File: config.mk
export PLATFORM = sky130hd
export DESIGN_NAME = if_id_pipe_reg
export DESIGN_NICKNAME = d
export VERILOG_FILES = /design/src/rtl/pipe_pkg.sv /design/src/rtl/sat_counter.sv /design/src/rtl/if_id_pipe_reg.sv
export SDC_FILE = /design/constraint.sdc
export NUM_CORES = 1
export LEC_CHECK = 0
export ABC_AREA = 0
export BUFFER_PORTS_ARGS = -buffer_cell sky130_fd_sc_hd__buf_2
export CAP_MARGIN = 20
export CORE_ASPECT_RATIO = 0.7
export CORE_MARGIN = 5
export CORE_UTILIZATION = 40
export CTS_CLUSTER_DIAMETER = 30
export DETAILED_ROUTE_END_ITERATION = 6
export PLACE_DENSITY_LB_ADDON = 0.25
export SETUP_SLACK_MARGIN = 0.15
export SYNTH_ARGS = -nofsm -noshare
export SYNTH_HDL_FRONTEND = slang
export SYNTH_SLANG_ARGS = --single-unit
File: constraint.sdc
create_clock -name clk -period 2.55 [get_ports clk]
set_clock_uncertainty 0.15 [all_clocks]
set_input_delay 0.1275 -clock clk [delete_from_list [all_inputs] [get_ports clk]]
set_output_delay 0.1275 -clock clk [all_outputs]
set_load 0.01 [all_outputs]
File: src/rtl/pipe_pkg.sv
// Shared definitions for the IF/ID pipeline register.
//   NOP_INST : default instruction shown on idle or flushed lanes (addi x0,x0,0)
//   pipe_state_e : occupancy of the main/skid register pair
//   lane_lsb : bit offset of a lane inside a lane-packed bus (lane 0 in LSBs)
package pipe_pkg;

  localparam logic [31:0] NOP_INST = 32'h0000_0013;

  typedef enum logic [1:0] {
    ST_EMPTY = 2'd0,
    ST_FULL1 = 2'd1,
    ST_FULL2 = 2'd2
  } pipe_state_e;

  function automatic int unsigned lane_lsb(input int unsigned lane,
                                           input int unsigned xlen);
    return lane * xlen;
  endfunction

endpackage

File: src/rtl/sat_counter.sv
// Saturating up-counter used for performance monitoring.
//   clk   : rising-edge clock
//   rst_n : asynchronous active-low reset, clears the count
//   en    : increment request for this cycle
//   cnt   : current count; sticks at all-ones instead of wrapping
module sat_counter #(
  parameter int unsigned W = 16
) (
  input  logic         clk,
  input  logic         rst_n,
  input  logic         en,
  output logic [W-1:0] cnt
);

  always_ff @(posedge clk or negedge rst_n) begin
    if (!rst_n) begin
      cnt <= '0;
    end else if (en && (cnt != '1)) begin
      cnt <= cnt + 1'b1;
    end
  end

endmodule

File: src/rtl/if_id_pipe_reg.sv
// IF -> ID pipeline register carrying LANES fetch lanes per bundle.
// Valid/ready handshake on both sides; with SKID=1 a second (skid) entry
// lets in_ready be a register so ID stalls never reach fetch combinationally.
// Synchronous flush empties the stage and drops any same-cycle input.
//   clk, rst_n            : clock, asynchronous active-low reset
//   in_valid / in_ready   : IF-side handshake
//   in_lane_vld, in_pc, in_pc4, in_inst : incoming bundle, lane 0 in LSBs
//   flush                 : kill held and incoming bundles
//   out_valid / out_ready : ID-side handshake
//   out_lane_vld, out_pc, out_pc4, out_inst : held bundle (NOP/zero when idle)
//   perf_stall_cnt        : saturating count of out_valid & !out_ready cycles
//   perf_flush_cnt        : saturating count of flushes that killed something
module if_id_pipe_reg #(
  parameter int unsigned      XLEN     = 32,
  parameter int unsigned      LANES    = 1,
  parameter int unsigned      SKID     = 1,
  parameter logic [XLEN-1:0]  NOP_INST = XLEN'(pipe_pkg::NOP_INST),
  parameter int unsigned      PERF_W   = 16
) (
  input  logic                  clk,
  input  logic                  rst_n,
  input  logic                  in_valid,
  output logic                  in_ready,
  input  logic [LANES-1:0]      in_lane_vld,
  input  logic [LANES*XLEN-1:0] in_pc,
  input  logic [LANES*XLEN-1:0] in_pc4,
  input  logic [LANES*XLEN-1:0] in_inst,
  input  logic                  flush,
  output logic                  out_valid,
  input  logic                  out_ready,
  output logic [LANES-1:0]      out_lane_vld,
  output logic [LANES*XLEN-1:0] out_pc,
  output logic [LANES*XLEN-1:0] out_pc4,
  output logic [LANES*XLEN-1:0] out_inst,
  output logic [PERF_W-1:0]     perf_stall_cnt,
  output logic [PERF_W-1:0]     perf_flush_cnt
);

  import pipe_pkg::*;

  pipe_state_e           state;
  logic                  in_ready_q;
  logic                  in_xfer;
  logic                  out_xfer;

  logic [LANES-1:0]      m_lane, s_lane;
  logic [LANES*XLEN-1:0] m_pc,   s_pc;
  logic [LANES*XLEN-1:0] m_pc4,  s_pc4;
  logic [LANES*XLEN-1:0] m_inst, s_inst;

  assign out_valid = (state != ST_EMPTY);
  assign in_ready  = (SKID != 0) ? in_ready_q : (!out_valid || out_ready);
  assign in_xfer   = in_valid && in_ready;
  assign out_xfer  = out_valid && out_ready;

  always_ff @(posedge clk or negedge rst_n) begin
    if (!rst_n) begin
      state      <= ST_EMPTY;
      in_ready_q <= 1'b1;
      m_lane     <= '0;
      m_pc       <= '0;
      m_pc4      <= '0;
      m_inst     <= '0;
      s_lane     <= '0;
      s_pc       <= '0;
      s_pc4      <= '0;
      s_inst     <= '0;
    end else if (flush) begin
      // Payload is left stale; out_valid=0 masks it.
      state      <= ST_EMPTY;
      in_ready_q <= 1'b1;
    end else if (SKID != 0) begin
      unique case (state)
        ST_EMPTY: begin
          if (in_xfer) begin
            m_lane <= in_lane_vld;
            m_pc   <= in_pc;
            m_pc4  <= in_pc4;
            m_inst <= in_inst;
            state  <= ST_FULL1;
          end
        end
        ST_FULL1: begin
          if (in_xfer && out_xfer) begin
            m_lane <= in_lane_vld;
            m_pc   <= in_pc;
            m_pc4  <= in_pc4;
            m_inst <= in_inst;
          end else if (in_xfer) begin
            // ID stalled: park the new bundle and stop accepting next cycle.
            s_lane     <= in_lane_vld;
            s_pc       <= in_pc;
            s_pc4      <= in_pc4;
            s_inst     <= in_inst;
            state      <= ST_FULL2;
            in_ready_q <= 1'b0;
          end else if (out_xfer) begin
            state <= ST_EMPTY;
          end
        end
        ST_FULL2: begin
          if (out_xfer) begin
            m_lane     <= s_lane;
            m_pc       <= s_pc;
            m_pc4      <= s_pc4;
            m_inst     <= s_inst;
            state      <= ST_FULL1;
            in_ready_q <= 1'b1;
          end
        end
        default: begin
          state      <= ST_EMPTY;
          in_ready_q <= 1'b1;
        end
      endcase
    end else begin
      if (in_xfer) begin
        m_lane <= in_lane_vld;
        m_pc   <= in_pc;
        m_pc4  <= in_pc4;
        m_inst <= in_inst;
        state  <= ST_FULL1;
      end else if (out_xfer) begin
        state <= ST_EMPTY;
      end
    end
  end

  always_comb begin
    out_lane_vld = out_valid ? m_lane : '0;
    out_pc       = out_valid ? m_pc   : '0;
    out_pc4      = out_valid ? m_pc4  : '0;
    out_inst     = '0;
    for (int unsigned i = 0; i < LANES; i++) begin
      out_inst[lane_lsb(i, XLEN) +: XLEN] =
        out_valid ? m_inst[lane_lsb(i, XLEN) +: XLEN] : NOP_INST;
    end
  end

  logic stall_en;
  logic flush_en;

  assign stall_en = out_valid && !out_ready;
  // A non-empty stage means M (and possibly S) holds a live bundle.
  assign flush_en = flush && (out_valid || in_valid);

  sat_counter #(.W(PERF_W)) u_stall_cnt (
    .clk   (clk),
    .rst_n (rst_n),
    .en    (stall_en),
    .cnt   (perf_stall_cnt)
  );

  sat_counter #(.W(PERF_W)) u_flush_cnt (
    .clk   (clk),
    .rst_n (rst_n),
    .en    (flush_en),
    .cnt   (perf_flush_cnt)
  );

endmodule
==> metrics <==
final cell count without fillers=1601; final core utilization=56.8%; Die Wd=203 um; antenna violations before repair=0; worst-case clock buffer depth=3; Syn Area/Cell=11.6 um2; PwrDens=923 mW/mm2; die height=145 um; share of cells above drive strength 1=34.5%; pre-CTS WS=475 ps; FF/Latch Area=0.00573 mm2; vias in the first global route=8132; status=completed; Reg2Reg Depth=5; # IOs=233; Hold WC Path Type=primary input to asynchronous set/reset pin; pin count of the biggest net entering global routing=71; DIE AREA=0.0294 mm2; Netlist cell types=42; mux cell area share after synthesis=20.2%; Adder-Cell Fraction of Synth Area=0.241%; Final Critical Period=2260 ps; Top FF cell, synth=dfrtp_1; FF+latch count, synth=229; Post-Synth Simple-Gate Area=13.5%; post-route design area=0.0146 mm2; Tot Pwr=13.4 mW; Yosys warning count=0; Final Hold Viols=0; final setup fails=0; num rows=49; all-layer global routing usage=17.0%; HPWL Detailed=15800 um; final net count=1340; Clk pin slew, worst setup/hold paths=50 ps; GPL Wtd Cong=0.758; synthesized net count=1000; DRT iter0 DRCs=304; post-synthesis xor/xnor area fraction=2.36%; ys async rst share=100%; maxcap violations=0; clk_lat worst skew=520 ps; DR vias=7783; DR DRC count=0; Max Slew Vio Count=0; first-pass GRT wire length=42000 um; Lkg Pwr=6.58 nW; Area growth syn-to-layout=40.0%; dpl cell area=0.0120 mm2; area of the multi-input gates=0.00439 mm2; port buffer count=232; peak supply drop=0.825 mV; Syn Std Cell Area=0.0104 mm2; Crit. End Element=output pin; Worst Path Required=2270 ps; Final Cycle Share=88.5%; kind of start point of the critical path=register; Placed Cells=1420; commonest non-fill, non-tap cell in the layout=buf_2; Worst EP arrival=1980 ps; initial core utilization=40.6%; number of diodes=0; Routed WL=25100 um; Seq/Total Area, Yosys=55.1%; Synth Instances=896; Worst Slack Setup Final=294 ps; final setup TNS=0 ps; cts bufs inserted=44; Post-CTS Setup Bufs=0; overall overflow remaining after global route=0; unrepaired setup endpoints after global routing=false; CTS tree=built; fillcell total=2184; CP Max Fanout=56; Compound-Gate Fraction of Synth Area=5.64%; main combinational cell family by area after synthesis=multiplexers; post-DR vias/cell=4.86; Slew HR=61.3%; Max Fclk=0.443 GHz; router iterations before antenna repair=6; crit path kind=register to output pin; worst hold slack=7.63 ps; commonest cells after routing, fill and taps aside=231 x buf_2, 227 x dfrtp_1, 108 x nor2_1, 101 x dlygate4sd3_1, 100 x mux2_2; Clock Tree Root=clkbuf_16; Sink Count=229; wire per inst=15.7 um; antenna viol nets, final=0; Post-synth EDFFs=0; Core Region=0.0256 mm2; worst slew pin tran=580 ps; htree depth=2
-- kinds of logic after synthesis --
logic type	Yosys count
AOI/OAI and AO/OA	110
xor gates and xnor gates	28
adders and majority gates	2
buffers and inverters	61
DFF	229
muxes	197
and+or+nand+nor	269
-- final cells by class --
class,count,share of cell area (%)
tap,331,2.84
clock inverter,26,2.48
sequential,229,39.4
inverter,4,0.103
timing repair buffer,351,16.9
multi-input combinational,606,30.1
clock buffer,54,8.17
-- cells in the mapped netlist (4+ instances only) --
cell type	n	area [um2]
a21oi_1	98	490
nand2b_1	4	25.0
xor2_1	11	96.3
buf_2	33	165
clkbuf_1	13	48.8
nand3_1	12	60.1
nand2_1	14	52.6
mux2_2	100	1130
xnor2_1	17	149
inv_1	4	15.0
mux2i_1	97	971
buf_4	10	75.1
nor2_1	108	405
nor3_1	5	25.0
nand4_1	11	68.8
dfrtp_1	228	5710
and2_1	95	594
-- flip-flops by register name, summed over array words and instances (netlist names) --
register,cells
m_pc,32
m_lane,1
m_pc4,32
in_ready,1
state,2
s_pc4,32
m_inst,32
u_stall_cnt.cnt,16
u_flush_cnt.cnt,16
s_lane,1
s_pc,32
s_inst,32
-- worst paths after layout --
| path | start | endpoint | slack, ps |
|---|---|---|---|
| worst max register to register | u_stall_cnt.cnt[0] | u_stall_cnt.cnt[1] | 470 |
| min in group clk | in_valid | in_ready | 90 |
| worst max-delay path | state[0] | out_pc[19] | 290 |
| max in group asynchronous | rst_n | in_ready | 1480 |
| worst min register to register | s_pc4[30] | s_pc4[30] | 350 |
| worst min-delay path | rst_n | u_flush_cnt.cnt[15] | 8 |
-- per-layer routing --
metal  GRT usage (%)  share of wire [%]
met5               0                  0
met4            4.10                1.5
met3            5.02                6.3
met2            26.4                 45
met1            23.7                 48
-- repair_timing --
item / 4_1_cts / 5_1_grt
hold buffers: 101 / 0
setup endpoints to repair: 21 / 41
hold endpoints to repair: 429 / 0
gates resized for setup: 1 / 1
gates cloned: 0 / 0
-- critical path, stage by stage (launching register included) --
cell and delay [ps]:
dfrtp_2 480, or2_2 390, buf_12 210, and2_1 210, buf_2 150
-- power by group --
part | switching (mW) | internal [mW]
clock | 1.86 | 4.12
sequential | 0.534 | 4.61
combinational | 1.07 | 1.23
(Power assumes the default switching activity.)
